--- src/rtl/map_pkg.sv ---
//------------------------------------------------------------------------------
// Module   : map_pkg
// Purpose  : Shared geometry, cell-value constants and FSM encoding for the
//            map row prefetcher.
// Revision : 1.0 - initial release
//------------------------------------------------------------------------------
`default_nettype none

package map_pkg;

    localparam int MAP_W      = 128;
    localparam int CELL_SHIFT = 3;
    localparam int H_ACTIVE   = 1024;
    localparam int V_ACTIVE   = 768;
    localparam int MAP_ADDR_W = 14;
    localparam int PIX_W      = 12;
    localparam int COL_W      = $clog2(MAP_W);
    localparam int ROW_W      = MAP_ADDR_W - COL_W;
    localparam int CELL_ROWS  = V_ACTIVE >> CELL_SHIFT;

    localparam logic [1:0] GRASS    = 2'b00;
    localparam logic [1:0] ROAD     = 2'b01;
    localparam logic [1:0] OBSTACLE = 2'b10;

    typedef enum logic [1:0] {
        IDLE  = 2'd0,
        BOT   = 2'd1,
        FILL  = 2'd2,
        DRAIN = 2'd3
    } state_e;

endpackage

`default_nettype wire

--- src/rtl/map_row_prefetcher_if.sv ---
//------------------------------------------------------------------------------
// Module   : map_row_prefetcher_if
// Purpose  : Map RAM read port plus bot-sensor request channel.
// Revision : 1.0 - initial release
//------------------------------------------------------------------------------
`default_nettype none

interface map_row_prefetcher_if;
    import map_pkg::*;

    logic [MAP_ADDR_W-1:0] map_addr;
    logic                  map_rd_en;
    logic [1:0]            map_data;
    logic                  bot_req;
    logic [MAP_ADDR_W-1:0] bot_addr;
    logic                  bot_gnt;
    logic [1:0]            bot_data;
    logic                  bot_data_valid;

    modport master (
        output map_addr, map_rd_en, bot_gnt, bot_data, bot_data_valid,
        input  map_data, bot_req, bot_addr
    );

    modport slave (
        input  map_addr, map_rd_en, bot_gnt, bot_data, bot_data_valid,
        output map_data, bot_req, bot_addr
    );

endinterface

`default_nettype wire

--- src/rtl/map_line_buffer.sv ---
//------------------------------------------------------------------------------
// Module   : map_line_buffer
// Purpose  : Two-bank ping-pong cell row storage, sync write, comb read.
// Revision : 1.0 - initial release
//------------------------------------------------------------------------------
`default_nettype none

module map_line_buffer
    import map_pkg::*;
#(
    parameter  int DEPTH = MAP_W,
    localparam int IDX_W = $clog2(DEPTH)
) (
    input  wire logic             clk,
    input  wire logic             resetn,
    input  wire logic             wr_sel,
    input  wire logic [IDX_W-1:0] wr_idx,
    input  wire logic [1:0]       wr_data,
    input  wire logic             wr_en,
    input  wire logic             rd_sel,
    input  wire logic [IDX_W-1:0] rd_idx,
    output logic      [1:0]       rd_data
);

    logic [1:0] mem_q [2][DEPTH];
    logic [1:0] mem_d [2][DEPTH];

    for (genvar b = 0; b < 2; b++) begin : g_bank
        for (genvar i = 0; i < DEPTH; i++) begin : g_cell
            always_comb begin
                mem_d[b][i] = mem_q[b][i];
                if (wr_en && (wr_sel == 1'(b)) && (wr_idx == IDX_W'(i))) begin
                    mem_d[b][i] = wr_data;
                end
            end

            always_ff @(posedge clk or negedge resetn) begin
                if (!resetn) begin
                    mem_q[b][i] <= '0;
                end else begin
                    mem_q[b][i] <= mem_d[b][i];
                end
            end
        end
    end

    assign rd_data = mem_q[rd_sel][rd_idx];

endmodule

`default_nettype wire

--- src/rtl/map_row_prefetcher.sv ---
//------------------------------------------------------------------------------
// Module   : map_row_prefetcher
// Purpose  : Prefetches the next map row in blanking, serves bot reads, and
//            feeds cell values to the colorizer with 1-clk latency.
// Revision : 1.0 - initial release
//------------------------------------------------------------------------------
`default_nettype none

module map_row_prefetcher
    import map_pkg::*;
(
    input  wire logic             clk,
    input  wire logic             resetn,
    input  wire logic [PIX_W-1:0] pixel_row,
    input  wire logic [PIX_W-1:0] pixel_column,
    input  wire logic             video_on,
    map_row_prefetcher_if.master  bus,
    output logic      [1:0]       map_value,
    output logic      [PIX_W-1:0] out_row,
    output logic      [PIX_W-1:0] out_column,
    output logic                  out_video_on
);

    localparam int CR_W = PIX_W - CELL_SHIFT;

    state_e           state_q, state_d;
    logic [COL_W-1:0] cnt_q, cnt_d;
    logic [ROW_W-1:0] fill_row_q, fill_row_d;
    logic             pending_q, pending_d;
    logic [ROW_W-1:0] pending_row_q, pending_row_d;
    logic             wr_pend_q, wr_pend_d;
    logic [COL_W-1:0] wr_idx_q, wr_idx_d;
    logic             bot_rd_q, bot_rd_d;
    logic [1:0]       map_value_q, map_value_d;
    logic [PIX_W-1:0] out_row_q, out_column_q;
    logic             out_video_on_q;

    logic [CR_W-1:0]  cur_cell_row;
    logic [ROW_W-1:0] next_cell_row;
    logic             trigger;
    logic             pend_any;
    logic [ROW_W-1:0] pend_row;
    logic [1:0]       disp_data;

    assign cur_cell_row  = pixel_row[PIX_W-1:CELL_SHIFT];
    assign next_cell_row = (cur_cell_row == CR_W'(CELL_ROWS - 1)) ? '0
                         : cur_cell_row[ROW_W-1:0] + 1'b1;
    assign trigger = (pixel_column == PIX_W'(H_ACTIVE))
                  && (pixel_row < PIX_W'(V_ACTIVE))
                  && (&pixel_row[CELL_SHIFT-1:0]);

    // A trigger in the same cycle counts as pending so fill beats a bot request.
    assign pend_any = pending_q | trigger;
    assign pend_row = trigger ? next_cell_row : pending_row_q;

    always_ff @(posedge clk or negedge resetn) begin
        if (!resetn) begin
            state_q        <= IDLE;
            cnt_q          <= '0;
            fill_row_q     <= '0;
            pending_q      <= 1'b0;
            pending_row_q  <= '0;
            wr_pend_q      <= 1'b0;
            wr_idx_q       <= '0;
            bot_rd_q       <= 1'b0;
            map_value_q    <= '0;
            out_row_q      <= '0;
            out_column_q   <= '0;
            out_video_on_q <= 1'b0;
        end else begin
            state_q        <= state_d;
            cnt_q          <= cnt_d;
            fill_row_q     <= fill_row_d;
            pending_q      <= pending_d;
            pending_row_q  <= pending_row_d;
            wr_pend_q      <= wr_pend_d;
            wr_idx_q       <= wr_idx_d;
            bot_rd_q       <= bot_rd_d;
            map_value_q    <= map_value_d;
            out_row_q      <= pixel_row;
            out_column_q   <= pixel_column;
            out_video_on_q <= video_on;
        end
    end

    always_comb begin
        state_d       = state_q;
        cnt_d         = cnt_q;
        fill_row_d    = fill_row_q;
        pending_d     = pending_q;
        pending_row_d = pending_row_q;
        if (trigger) begin
            pending_d     = 1'b1;
            pending_row_d = next_cell_row;
        end
        case (state_q)
            // DRAIN arbitrates like IDLE so a waiting bot is granted right after it.
            IDLE, DRAIN: begin
                if (pend_any) begin
                    state_d    = FILL;
                    cnt_d      = '0;
                    fill_row_d = pend_row;
                    pending_d  = 1'b0;
                end else if (bus.bot_req) begin
                    state_d = BOT;
                end else begin
                    state_d = IDLE;
                end
            end
            BOT: state_d = IDLE;
            FILL: begin
                cnt_d = cnt_q + 1'b1;
                if (cnt_q == COL_W'(MAP_W - 1)) begin
                    state_d = DRAIN;
                end
            end
            default: state_d = IDLE;
        endcase
    end

    always_comb begin
        bus.map_addr       = '0;
        bus.map_rd_en      = 1'b0;
        bus.bot_gnt        = 1'b0;
        bus.bot_data_valid = bot_rd_q;
        bus.bot_data       = bot_rd_q ? bus.map_data : 2'b00;
        wr_pend_d          = (state_q == FILL);
        wr_idx_d           = cnt_q;
        bot_rd_d           = (state_q == BOT);
        case (state_q)
            BOT: begin
                bus.map_addr  = bus.bot_addr;
                bus.map_rd_en = 1'b1;
                bus.bot_gnt   = 1'b1;
            end
            FILL: begin
                bus.map_addr  = {fill_row_q, cnt_q};
                bus.map_rd_en = 1'b1;
            end
            default: ;
        endcase
    end

    always_comb begin
        map_value_d = 2'b00;
        if (video_on && (pixel_column < PIX_W'(H_ACTIVE))) begin
            map_value_d = disp_data;
        end
    end

    map_line_buffer #(.DEPTH(MAP_W)) u_line_buffer (
        .clk     (clk),
        .resetn  (resetn),
        .wr_sel  (fill_row_q[0]),
        .wr_idx  (wr_idx_q),
        .wr_data (bus.map_data),
        .wr_en   (wr_pend_q),
        .rd_sel  (cur_cell_row[0]),
        .rd_idx  (pixel_column[CELL_SHIFT +: COL_W]),
        .rd_data (disp_data)
    );

    assign map_value    = map_value_q;
    assign out_row      = out_row_q;
    assign out_column   = out_column_q;
    assign out_video_on = out_video_on_q;

endmodule

`default_nettype wire

--- src/flat_wrapper.sv ---
// flat-port wrapper written by rule: the top's interface ports become plain ports
module map_row_prefetcher_flat import map_pkg::*;
  (clk, resetn, pixel_row, pixel_column, video_on, map_value, out_row, out_column, out_video_on, bus_map_addr, bus_map_rd_en, bus_bot_gnt, bus_bot_data, bus_bot_data_valid, bus_map_data, bus_bot_req, bus_bot_addr);
  map_row_prefetcher_if bus_i ();
  input  wire logic clk;
  input  wire logic resetn;
  input  wire logic [PIX_W-1:0] pixel_row;
  input  wire logic [PIX_W-1:0] pixel_column;
  input  wire logic video_on;
  output logic      [1:0] map_value;
  output logic      [PIX_W-1:0] out_row;
  output logic      [PIX_W-1:0] out_column;
  output logic out_video_on;
  output wire logic [$bits(bus_i.map_addr)-1:0] bus_map_addr;
  output wire logic [$bits(bus_i.map_rd_en)-1:0] bus_map_rd_en;
  output wire logic [$bits(bus_i.bot_gnt)-1:0] bus_bot_gnt;
  output wire logic [$bits(bus_i.bot_data)-1:0] bus_bot_data;
  output wire logic [$bits(bus_i.bot_data_valid)-1:0] bus_bot_data_valid;
  input wire logic [$bits(bus_i.map_data)-1:0] bus_map_data;
  input wire logic [$bits(bus_i.bot_req)-1:0] bus_bot_req;
  input wire logic [$bits(bus_i.bot_addr)-1:0] bus_bot_addr;
  assign bus_map_addr = bus_i.map_addr;
  assign bus_map_rd_en = bus_i.map_rd_en;
  assign bus_bot_gnt = bus_i.bot_gnt;
  assign bus_bot_data = bus_i.bot_data;
  assign bus_bot_data_valid = bus_i.bot_data_valid;
  assign bus_i.map_data = bus_map_data;
  assign bus_i.bot_req = bus_bot_req;
  assign bus_i.bot_addr = bus_bot_addr;
  map_row_prefetcher u_core (.clk(clk), .resetn(resetn), .pixel_row(pixel_row), .pixel_column(pixel_column), .video_on(video_on), .bus(bus_i), .map_value(map_value), .out_row(out_row), .out_column(out_column), .out_video_on(out_video_on));
endmodule
--- config.mk ---
export PLATFORM = sky130hd
export DESIGN_NAME = map_row_prefetcher_flat
export DESIGN_NICKNAME = d
export VERILOG_FILES = /design/src/rtl/map_pkg.sv /design/src/rtl/map_row_prefetcher_if.sv /design/src/rtl/map_line_buffer.sv /design/src/rtl/map_row_prefetcher.sv /design/src/flat_wrapper.sv
export SDC_FILE = /design/constraint.sdc
export NUM_CORES = 1
export LEC_CHECK = 0
export BUFFER_PORTS_ARGS = -buffer_cell sky130_fd_sc_hd__buf_2
export CORE_UTILIZATION = 45
export CTS_CLUSTER_SIZE = 14
export DETAILED_ROUTE_END_ITERATION = 12
export GPL_TIMING_DRIVEN = 0
export PLACE_DENSITY = 0.58
export RECOVER_POWER = 100
export SLEW_MARGIN = 10
export SYNTH_ARGS = -nofsm -noshare
export SYNTH_HDL_FRONTEND = slang
export SYNTH_SLANG_ARGS = --single-unit
--- constraint.sdc ---
create_clock -name clk -period 2.5 [get_ports clk]
set_input_delay 0.125 -clock clk [delete_from_list [all_inputs] [get_ports clk]]
set_output_delay 0.125 -clock clk [all_outputs]
set_load 0.01 [all_outputs]
==> out/metrics.csv, run 1 <==
metric,value,unit
yosys.area.top_type_share,0.529,
io_pins,90,
critPathTopFamily,simple AND/OR/NAND/NOR gates,
syn_area,27100,sq um
io_buffers,87,
fmax,377,MHz
required,2990,ps
max_cap_viol_count,0,
critPathKind,register to register,
start_util,0.457,
first_pass_iters,9,
critPathBufInv,1,
cts_root_buffer,clkbuf_16,
worst_pin_slew,1220,ps
power_density,659,nW/um^2
violations,"design-rule violations, negative setup slack",
rows,89,
cp_slowest_cell,nor3_2,
multi_input_area,12200,sq um
synthFlopType,dfrtp_1,
final_antenna_net_count,0,
synth_nets,2062,
cp.arrival,3140,ps
cts_tree,done,
yosys.area.top_type,dfrtp_1,
fin_cells,3030,
hold_ws,84.1,ps
cts-buffers-inserted,66,
final_core_util,0.525,
layout_setup_ws,-154,ps
clk-insertion-delay-late,620,ps
antenna_found_initial,4,
post_synth.cell_area_avg,13.4,sq um
synth_area_leaders,"dfrtp_1 (53%), mux2_2 (22%), mux4_2 (9.5%)",
drtIter0Drc,1798,
cts_buffer_depth,3,
slowest_delay,750,ps
yosysSeqAreaShare,0.529,
num_vias,18800,
period_minus_slack,2650,ps
slew_viol_final,0,
final_layout_size_suffix_gt1_frac,0.387,
area_growth,14.9,%
clk_pin_slew,60,ps
synthCells,2014,
worstSetupStartpointType,register,
cp_common_cell,nand2_1,
ys_warn_count,0,
timing.final.crit_share,1.06,
ys_async_sr_fraction,1.00,
cts_max_level,3,
worstPathMaxFanout,10,
synth_edf_count,0,
dieArea,61100,sq um
hpwl,63200,um
power.leakage,13.7,nW
gr-usage-all-layers,0.310,
first_global_vias,19200,
die_w,247,um
holdCritPathClass,input port to asynchronous set/reset pin,
grt_start_max_net_pins,113,
wl_per_cell,30.4,um
hold_violations,0,
slew_headroom,0.184,
skew,22.9,ps
viasPerCell,6.20,
die_h,247,um
drc_errors,8,
cts_sinks,572,
ys_types,64,
ir_drop,0.613,mV
setup_viol,80,
core_area,59200,sq um
regArea,14300,sq um
crit_chain,clkbuf_1 -> nand2_1 -> nor3_2 -> nand2_1 -> mux2_2,
end_kind,register,
grt_overflow_total,0,
drt_wl_total,92200,um
status,"complete, but fails checks",
final_nets,2257,
placedCellCount,2880,
ys_ff_latch,572,
gp_congestion,0.977,
rsz0062_at_grt,yes,
nFillCells,5157,
grt_pass1_wl,135000,um
==> cell usage after synthesis, types with 3 or more instances <==
| cell type | number |
|---|---|
| dfrtp_1 | 572 |
| mux2_2 | 520 |
| nor2_1 | 207 |
| nand2_1 | 146 |
| mux4_2 | 114 |
| clkbuf_1 | 100 |
| mux2i_1 | 52 |
| a22oi_1 | 33 |
| nand3_1 | 23 |
| a21oi_1 | 17 |
| inv_1 | 16 |
| nor3_1 | 16 |
| nor2b_1 | 15 |
| buf_6 | 14 |
| buf_2 | 11 |
| nand2b_1 | 11 |
| o221ai_1 | 11 |
| buf_4 | 9 |
| o21ai_1 | 9 |
| and2_1 | 8 |
| o21ai_0 | 8 |
| a211oi_1 | 6 |
| buf_1 | 6 |
| mux2_1 | 6 |
| nand4_1 | 6 |
| a311oi_1 | 5 |
| a41o_1 | 5 |
| o22ai_1 | 5 |
| a31oi_1 | 4 |
| and3_1 | 4 |
| ha_1 | 4 |
| nor4_1 | 3 |
| nor4_2 | 3 |
| o311ai_0 | 3 |
| o31ai_1 | 3 |
==> layout make-up <==
type | count | area share
inverter | 17 | 0.00205
antenna | 2 | 0.000161
multi-input combinational | 1283 | 0.391
sequential | 572 | 0.460
clock inverter | 19 | 0.00603
timing repair buffer | 128 | 0.0244
buffer | 141 | 0.0244
clock buffer | 95 | 0.0608
tap | 773 | 0.0311
==> layer usage <==
metal,global-route usage,part of all wire,up-vias
met5,0,0,-
met4,0.119,0.041,0
met3,0.0605,0.076,206
met2,0.491,0.47,863
met1,0.421,0.41,9981
li1,-,-,7728
==> report_power, final <==
| group | leakage [nW] | total (mW) | switching (mW) | internal, mW |
|---|---|---|---|---|
| Clock | 1.02 | 9.47 | 3.99 | 5.48 |
| Combinational | 5.22 | 1.50 | 0.994 | 0.509 |
| Sequential | 7.44 | 9.53 | 0.0929 | 9.44 |
==> registers in the layout (all words and copies together), names as in the netlist, 2 cells and up <==
register	cells
u_core.state_q	2
u_core.out_column	12
u_core.cnt_q	7
u_core.wr_idx_q	7
u_core.pending_row_q	7
u_core.u_line_buffer.mem_q	512
u_core.map_value	2
u_core.fill_row_q	7
u_core.out_row	12
==> stage by stage <==
step | cell area (sq um) | setup slack, ps | setup TNS [ps] | power, mW
global route | 31100 | -164 | -8710 | 21.1
detailed placement | 28700 | -1390 | -64360 | 11.2
global placement | 28500 | -10540 | -6045590 | 11.1
CTS | 31200 | -48.3 | -115 | 20.6
floorplan | 27100 | 523 | 0 | 10.4
finish | 31100 | -154 | -3850 | 20.5
==> path summary, 6_finish.rpt <==
kind	startpoint	to	slack, ps	depth (start not counted)
hold reg to reg	u_core.cnt_q[1]	u_core.wr_idx_q[1]	490	0
setup / recovery	u_core.wr_idx_q[3]	u_core.u_line_buffer.mem_q[486]	-150	5
max in group asynchronous	resetn	u_core.u_line_buffer.mem_q[243]	470	4
hold / removal	resetn	u_core.u_line_buffer.mem_q[339]	80	2
setup reg to reg	u_core.wr_idx_q[3]	u_core.u_line_buffer.mem_q[486]	-150	5
min in group clk	bus_map_data[1]	u_core.u_line_buffer.mem_q[435]	90	2
==> worst register-to-register path, cell delays in order (launching register included) <==
cell	delay, ps
dfrtp_1	430
clkbuf_1	540
nand2_1	250
nor3_2	750
nand2_1	230
mux2_2	340
==> kinds of logic (layout without fill, tap and decap cells) <==
kind of cell | count (synthesis) | count (layout) | synth area share
mux | 692 | 692 | 0.333
flops | 572 | 572 | 0.529
simple gates | 453 | 453 | 0.0717
buf+inv | 159 | 400 | 0.0287
compound gates | 130 | 130 | 0.0348
fa+ha+maj | 4 | 4 | 0.00185
xor+xnor | 4 | 4 | 0.00129
other cells | 0 | 2 | 0
==> placed cells by master, fill, tap and decap left out, types with 19 or more instances in the layout <==
cell	n
mux4_2	114
nor2_1	200
buf_6	19
clkbuf_2	24
buf_2	29
mux2_2	520
nand2_1	141
dfrtp_1	572
dlygate4sd3_1	27
a22oi_1	33
mux2i_1	52
clkbuf_1	161
clkbuf_16	67
==> what timing repair did <==
item | 4_1_cts | 5_1_grt
hold endpoints to repair | 116 | 0
pin swaps | 4 | 0
setup buffers | 7 | 1
hold buffers | 27 | 0
resized for setup | 46 | 39
endpoints found under the setup margin | 314 | 279
Note: power is estimated with default switching activity, not from simulation.
==> run 2, diff against run 1 <==
- SETUP_SLACK_MARGIN: default -> 0.4
- clock period: 2.5 -> 3.2 ns (I/O delays scaled with it)
==> run 2 against run 1 <==
Net effect:
- the run ends with design-rule violations, max-capacitance violations, max-slew violations left
- worst hold slack gained 27 ps
- worst setup slack gained 330 ps
- total power shrank 22%
- sequential power shrank 22%
- global-route usage shrank 0.091 points
- cell count is essentially flat
- utilization shrank 0.27 points
- first-iteration DRC count grew 6.6%
- routed wire length shrank 0.37%
- die area is the same
- largest power group unchanged
==> out/metrics.csv, run 2 (synthesized netlist as in run 1, its figures left out) <==
metric,value,unit,change
status,"complete, but fails checks",,unchanged
violations,"design-rule violations, max-capacitance violations, max-slew violations",,"was design-rule violations, negative setup slack"
timing.final.crit_share,0.945,,
fmax,331,MHz,
cts_max_level,3,,unchanged
reg2reg_depth,5,,unchanged
cp_common_cell,buf_4,,was nand2_1
nFillCells,5157,,unchanged
viasPerCell,6.20,,about the same
cts_root_buffer,clkbuf_16,,unchanged
power_density,518,nW/um^2,was 659 nW/um^2
slew_headroom,-0.0271,,was 0.184
holdCritPathClass,input port to asynchronous set/reset pin,,unchanged
fin_cells,3027,,"was 3,030"
final_common_cell,dfrtp_1,,unchanged
rows,89,,unchanged
start_util,0.457,,unchanged
setup_viol,0,,was 80
ir_drop,0.481,mV,was 0.613 mV
grt_pass1_wl,134000,um,"was 135,000 um"
critPathBufInv,5,,was 1
hpwl,63200,um,unchanged
cp_slowest_cell,o311ai_1,,was nor3_2
regMostFlops,u_core.u_line_buffer.mem_q,,unchanged
r2r-start,u_core.wr_idx_q[2],,was u_core.wr_idx_q[3]
io_buffers,87,,unchanged
core_area,59200,sq um,unchanged
largest_reg_flops,512,,unchanged
mostFrequentLayoutCells,"dfrtp_1 (572), mux2_2 (520), nor2_1 (207), clkbuf_1 (179), nand2_1 (146)",,"was dfrtp_1 (572), mux2_2 (520), nor2_1 (200), clkbuf_1 (161), nand2_1 (141)"
required,3600,ps,was 2990 ps
io_pins,90,,unchanged
num_vias,18800,,about the same
layout_setup_ws,178,ps,was -154 ps
period_minus_slack,3020,ps,
cts_sinks,572,,unchanged
first_global_vias,19100,,"was 19,200"
drt_wl_total,91900,um,"was 92,200 um"
max_cap_viol_count,1,,was 0
worstSetupStartpointType,input port,,was register
final_antenna_net_count,0,,unchanged
antenna_found_initial,4,,unchanged
grt_overflow_total,0,,unchanged
worst_pin_slew,1530,ps,was 1220 ps
r2r-end,u_core.u_line_buffer.mem_q[486],,unchanged
design_area,30900,sq um,"was 31,100 sq um"
die_w,247,um,unchanged
skew,24.3,ps,was 22.9 ps
clk_pin_slew,60,ps,about the same
area_growth,14.3,%,was 14.9%
final_layout_size_suffix_gt1_frac,0.362,,was 0.387
cts_buffer_depth,3,,unchanged
dieArea,61100,sq um,unchanged
rrSetupSlack,180,ps,was -150 ps
hold_violations,0,,unchanged
power.leakage,13.6,nW,was 13.7 nW
critPathTopFamily,buffers and inverters,,was simple AND/OR/NAND/NOR gates
worstPathMaxFanout,10,,unchanged
placedCellCount,2880,,unchanged
cts-buffers-inserted,66,,unchanged
slowest_delay,590,ps,was 750 ps
end_kind,register,,unchanged
gp_congestion,0.977,,unchanged
drtIter0Drc,1917,,"was 1,798"
gr-usage-all-layers,0.309,,was 0.310
clk-insertion-delay-late,630,ps,was 620 ps
critPathKind,input port to register,,was register to register
rsz0062_at_grt,yes,,unchanged
grt_start_max_net_pins,113,,unchanged
die_h,247,um,unchanged
hold_ws,111,ps,was 84.1 ps
cp.arrival,3420,ps,was 3140 ps
dp_worst_setup_slack,-726,ps,was -1390 ps
cts_tree,done,,unchanged
wl_per_cell,30.4,um,about the same
crit_chain,clkbuf_1 -> buf_6 -> buf_4 -> buf_4 -> clkbuf_4 -> mux4_2 -> nand3_1 -> nand2_1 -> o311ai_1 -> a32oi_1,,was clkbuf_1 -> nand2_1 -> nor3_2 -> nand2_1 -> mux2_2
dpl_cell_area,28700,sq um,unchanged
finalPower,16.0,mW,was 20.5 mW
drc_errors,8,,unchanged
slew_viol_final,7,,was 0
final_nets,2255,,"was 2,257"
first_pass_iters,10,,was 9
run 2: cell types whose count changed in the layout (fill, tap and decap cells not counted), sizes merged:
cell    delta
clkbuf     -1
diode      -1
buf        -1
run 2: final cells by class:
| type | instances | area, sq um | area share |
|---|---|---|---|
| sequential | 572 | 14300 | 0.463 |
| buffer | 142 | 728 | 0.0235 |
| tap | 773 | 967 | 0.0313 |
| clock inverter | 19 | 188 | 0.00606 |
| antenna | 1 | 2.50 | 0.0000809 |
| multi-input combinational | 1283 | 12000 | 0.388 |
| clock buffer | 95 | 1890 | 0.0611 |
| timing repair buffer | 125 | 787 | 0.0254 |
| inverter | 17 | 63.8 | 0.00206 |
run 2: layer usage:
metal	vias up	GRT usage	part of all wire
met1	9974	0.420	0.41
li1	7724	-	-
met4	0	0.119	0.044
met5	-	0	0
met2	863	0.491	0.47
met3	216	0.0586	0.075
run 2: worst max path at each step:
stage                                       to  cells past startpoint  slack (ps)                from
2_1_floorplan              u_core.map_value[1]                      7        1190        pixel_row[3]
3_3_place_gp   u_core.u_line_buffer.mem_q[249]                      1       -9870              resetn
3_5_place_dp               u_core.map_value[1]                      8        -730     pixel_column[4]
4_1_cts        u_core.u_line_buffer.mem_q[431]                      6         330  u_core.wr_idx_q[5]
5_1_grt        u_core.u_line_buffer.mem_q[486]                      5         150  u_core.wr_idx_q[3]
6_report                   u_core.map_value[1]                     10         180     pixel_column[3]
run 2: what timing repair did:
action / CTS / global route
endpoints found under the setup margin: 43 / 158
pin swaps: 0 / 3
setup buffers: 0 / 5
hold buffers: 27 / 0
endpoints found under the hold margin: 114 / 0
gates resized for setup: 8 / 17
run 2: where the power goes:
part           switching [mW]  internal (mW)
clock network            3.11           4.28
registers              0.0727           7.38
logic                   0.773          0.400
total                    3.96           12.1
run 2: worst reg2reg max path: stages, from the launching register on:
cell	delay, ps
dfrtp_1	430
buf_1	440
nand2_1	190
nor3_1	1190
nand2_1	270
mux2_2	370
run 2: per-stage QoR:
step                utilization  TNS [ps]
finish                    0.522         0
global route              0.522         0
CTS                       0.524         0
detailed placement        0.484     -1360
global placement          0.481  -5607870
floorplan                     -         0
==> run 3, diff against run 2 <==
--- a/config.mk
+++ b/config.mk
@@ -8,2 +8,4 @@
 export BUFFER_PORTS_ARGS = -buffer_cell sky130_fd_sc_hd__buf_2
+export CELL_PAD_IN_SITES_DETAIL_PLACEMENT = 1
+export CELL_PAD_IN_SITES_GLOBAL_PLACEMENT = 1
 export CORE_UTILIZATION = 45
@@ -12,3 +14,3 @@
 export GPL_TIMING_DRIVEN = 0
-export PLACE_DENSITY = 0.58
+export PLACE_DENSITY = 0.68
 export RECOVER_POWER = 100
--- a/constraint.sdc
+++ b/constraint.sdc
@@ -3,2 +3,2 @@
 set_output_delay 0.16 -clock clk [all_outputs]
-set_load 0.01 [all_outputs]
+set_load 0.005 [all_outputs]
==> run 3 against run 2 <==
Net effect:
- highest routed layer is now met5
- first-iteration DRC count down 20%
- the flow still finishes with violations (design-rule violations, max-capacitance violations, max-slew violations)
- maximum frequency down 2.3%
- non-clock buffer count up 1
- largest cell class unchanged
- clock skew down 6.8 ps
- utilization down 0.17 points
- worst hold slack worse by 1.3 ps
- sequential power about the same
- register-to-register slack better by 40 ps
- cell area down 0.33%
==> out/metrics.csv, run 3 (synthesized netlist as in run 1, its figures left out) <==
metric,value,unit,change
status,"complete, but fails checks",,unchanged
violations,"design-rule violations, max-capacitance violations, max-slew violations",,unchanged
regArea,14300,sq um,unchanged
viasPerCell,6.24,,was 6.20
multi_input_area,12000,sq um,about the same
cts_root_buffer,clkbuf_16,,unchanged
fmax,323,MHz,was 331 MHz
area_growth,14.0,%,was 14.3%
cts-buffers-inserted,61,,was 66
period_minus_slack,3090,ps,was 3020 ps
io_buffers,87,,unchanged
antenna_found_initial,4,,unchanged
slew_headroom,-0.0222,,was -0.0271
required,3670,ps,was 3600 ps
final_core_util,0.521,,was 0.522
critPathKind,input port to register,,unchanged
dieArea,61100,sq um,unchanged
design_area,30800,sq um,"was 30,900 sq um"
hold_violations,0,,unchanged
wl_per_cell,32.3,um,was 30.4 um
placedCellCount,2881,,"was 2,880"
final_common_cell,dfrtp_1,,unchanged
first_global_vias,20500,,"was 19,100"
cts_sinks,572,,unchanged
setup_viol,0,,unchanged
cp.arrival,3570,ps,was 3420 ps
regMostFlops,u_core.u_line_buffer.mem_q,,unchanged
core_area,59200,sq um,unchanged
grt_start_max_net_pins,112,,was 113
clk-insertion-delay-late,640,ps,was 630 ps
fin_cells,3027,,unchanged
start_util,0.457,,unchanged
drtIter0Drc,1540,,"was 1,917"
die_h,247,um,unchanged
slew_viol_final,112,,was 7
r2r-start,u_core.fill_row_q[0],,was u_core.wr_idx_q[2]
dp_worst_setup_slack,-881,ps,was -726 ps
drc_errors,2,,was 8
skew,17.5,ps,was 24.3 ps
rsz0062_at_grt,yes,,unchanged
io_pins,90,,unchanged
max_cap_viol_count,1,,unchanged
cts_max_level,2,,was 3
nFillCells,5959,,"was 5,157"
num_vias,18900,,"was 18,800"
layout_setup_ws,105,ps,was 178 ps
ir_drop,0.426,mV,was 0.481 mV
cts_tree,done,,unchanged
min_from,bus_map_data[1],,
fin_setup_tns,0,ps,unchanged
first_pass_iters,9,,was 10
dpl_cell_area,28700,sq um,about the same
gp_congestion,0.937,,was 0.977
finalPower,15.8,mW,was 16.0 mW
worst_pin_slew,1530,ps,about the same
largest_reg_flops,512,,unchanged
final_nets,2251,,"was 2,255"
worstPathMaxFanout,10,,unchanged
holdCritPathClass,input port to register,,was input port to asynchronous set/reset pin
grt_overflow_total,0,,unchanged
power.leakage,13.6,nW,about the same
clk_pin_slew,60,ps,about the same
hold_ws,110,ps,was 111 ps
grt_pass1_wl,143000,um,"was 134,000 um"
gr-usage-all-layers,0.329,,was 0.309
power_density,511,nW/um^2,was 518 nW/um^2
final_layout_size_suffix_gt1_frac,0.364,,was 0.362
rows,89,,unchanged
worstSetupStartpointType,input port,,unchanged
drt_wl_total,97700,um,"was 91,900 um"
mostFrequentLayoutCells,"dfrtp_1 (572), mux2_2 (513), nor2_1 (204), clkbuf_1 (176), nand2_1 (146)",,"was dfrtp_1 (572), mux2_2 (520), nor2_1 (207), clkbuf_1 (179), nand2_1 (146)"
final_antenna_net_count,0,,unchanged
cp-startpoint,pixel_column[4],,was pixel_column[3]
die_w,247,um,unchanged
hpwl,67400,um,"was 63,200 um"
antenna_cells,0,,was 1
end_kind,register,,unchanged
cts_buffer_depth,3,,unchanged
timing.final.crit_share,0.967,,was 0.945
[run 3: cell types whose count changed in the layout (fill, tap and decap cells not counted), sizes merged]
cell	change
inv	-3
clkinv	+4
buf	+1
diode	-1
clkdlybuf4s15	+1
clkinvlp	-2
[run 3: what timing repair did]
action,CTS,global route
hold buffers,27,0
pin swaps,0,2
gates cloned,0,0
hold endpoints to repair,134,0
endpoints found under the setup margin,70,264
resized for setup,4,24
buffers inserted,2,3
[run 3: cell type report]
class,instances,share of cell area
Multi-Input combinational cell,1283,0.390
Buffer,142,0.0237
Inverter,17,0.00207
Timing Repair Buffer,126,0.0247
Tap cell,773,0.0314
Sequential cell,572,0.464
Clock buffer,96,0.0597
Clock inverter,18,0.00466
[run 3: critical path, cell delays in order]
cell and delay [ps]:
clkbuf_1 330, clkbuf_2 520, clkbuf_4 490, clkbuf_4 390
buf_2 420, nor2_1 90, o21ai_0 470, nand4_1 170
a32oi_1 490
[run 3: path summary, 6_finish.rpt]
path	slack, ps	endpoint	cells after the start
max	110	u_core.map_value[1]	9
min	110	u_core.u_line_buffer.mem_q[389]	2
max reg2reg	220	u_core.u_line_buffer.mem_q[378]	6
min reg2reg	470	u_core.wr_idx_q[1]	0
max in group asynchronous	720	u_core.u_line_buffer.mem_q[113]	4
min in group asynchronous	180	u_core.u_line_buffer.mem_q[347]	2
[run 3: power breakdown]
part           switching [mW]  internal (mW)  total, mW
Combinational           0.784          0.397       1.18
Sequential             0.0779           7.37       7.45
Clock                    3.04           4.08       7.13
[run 3: metal layers]
metal | GRT usage | wire, um | part of all wire | up-vias
met5 | 0 | 34 | 0.00035 | -
met4 | 0.153 | 4620 | 0.047 | 4
met3 | 0.0629 | 6450 | 0.066 | 248
met2 | 0.525 | 46300 | 0.47 | 755
met1 | 0.433 | 40300 | 0.41 | 10200
li1 | - | - | - | 7700
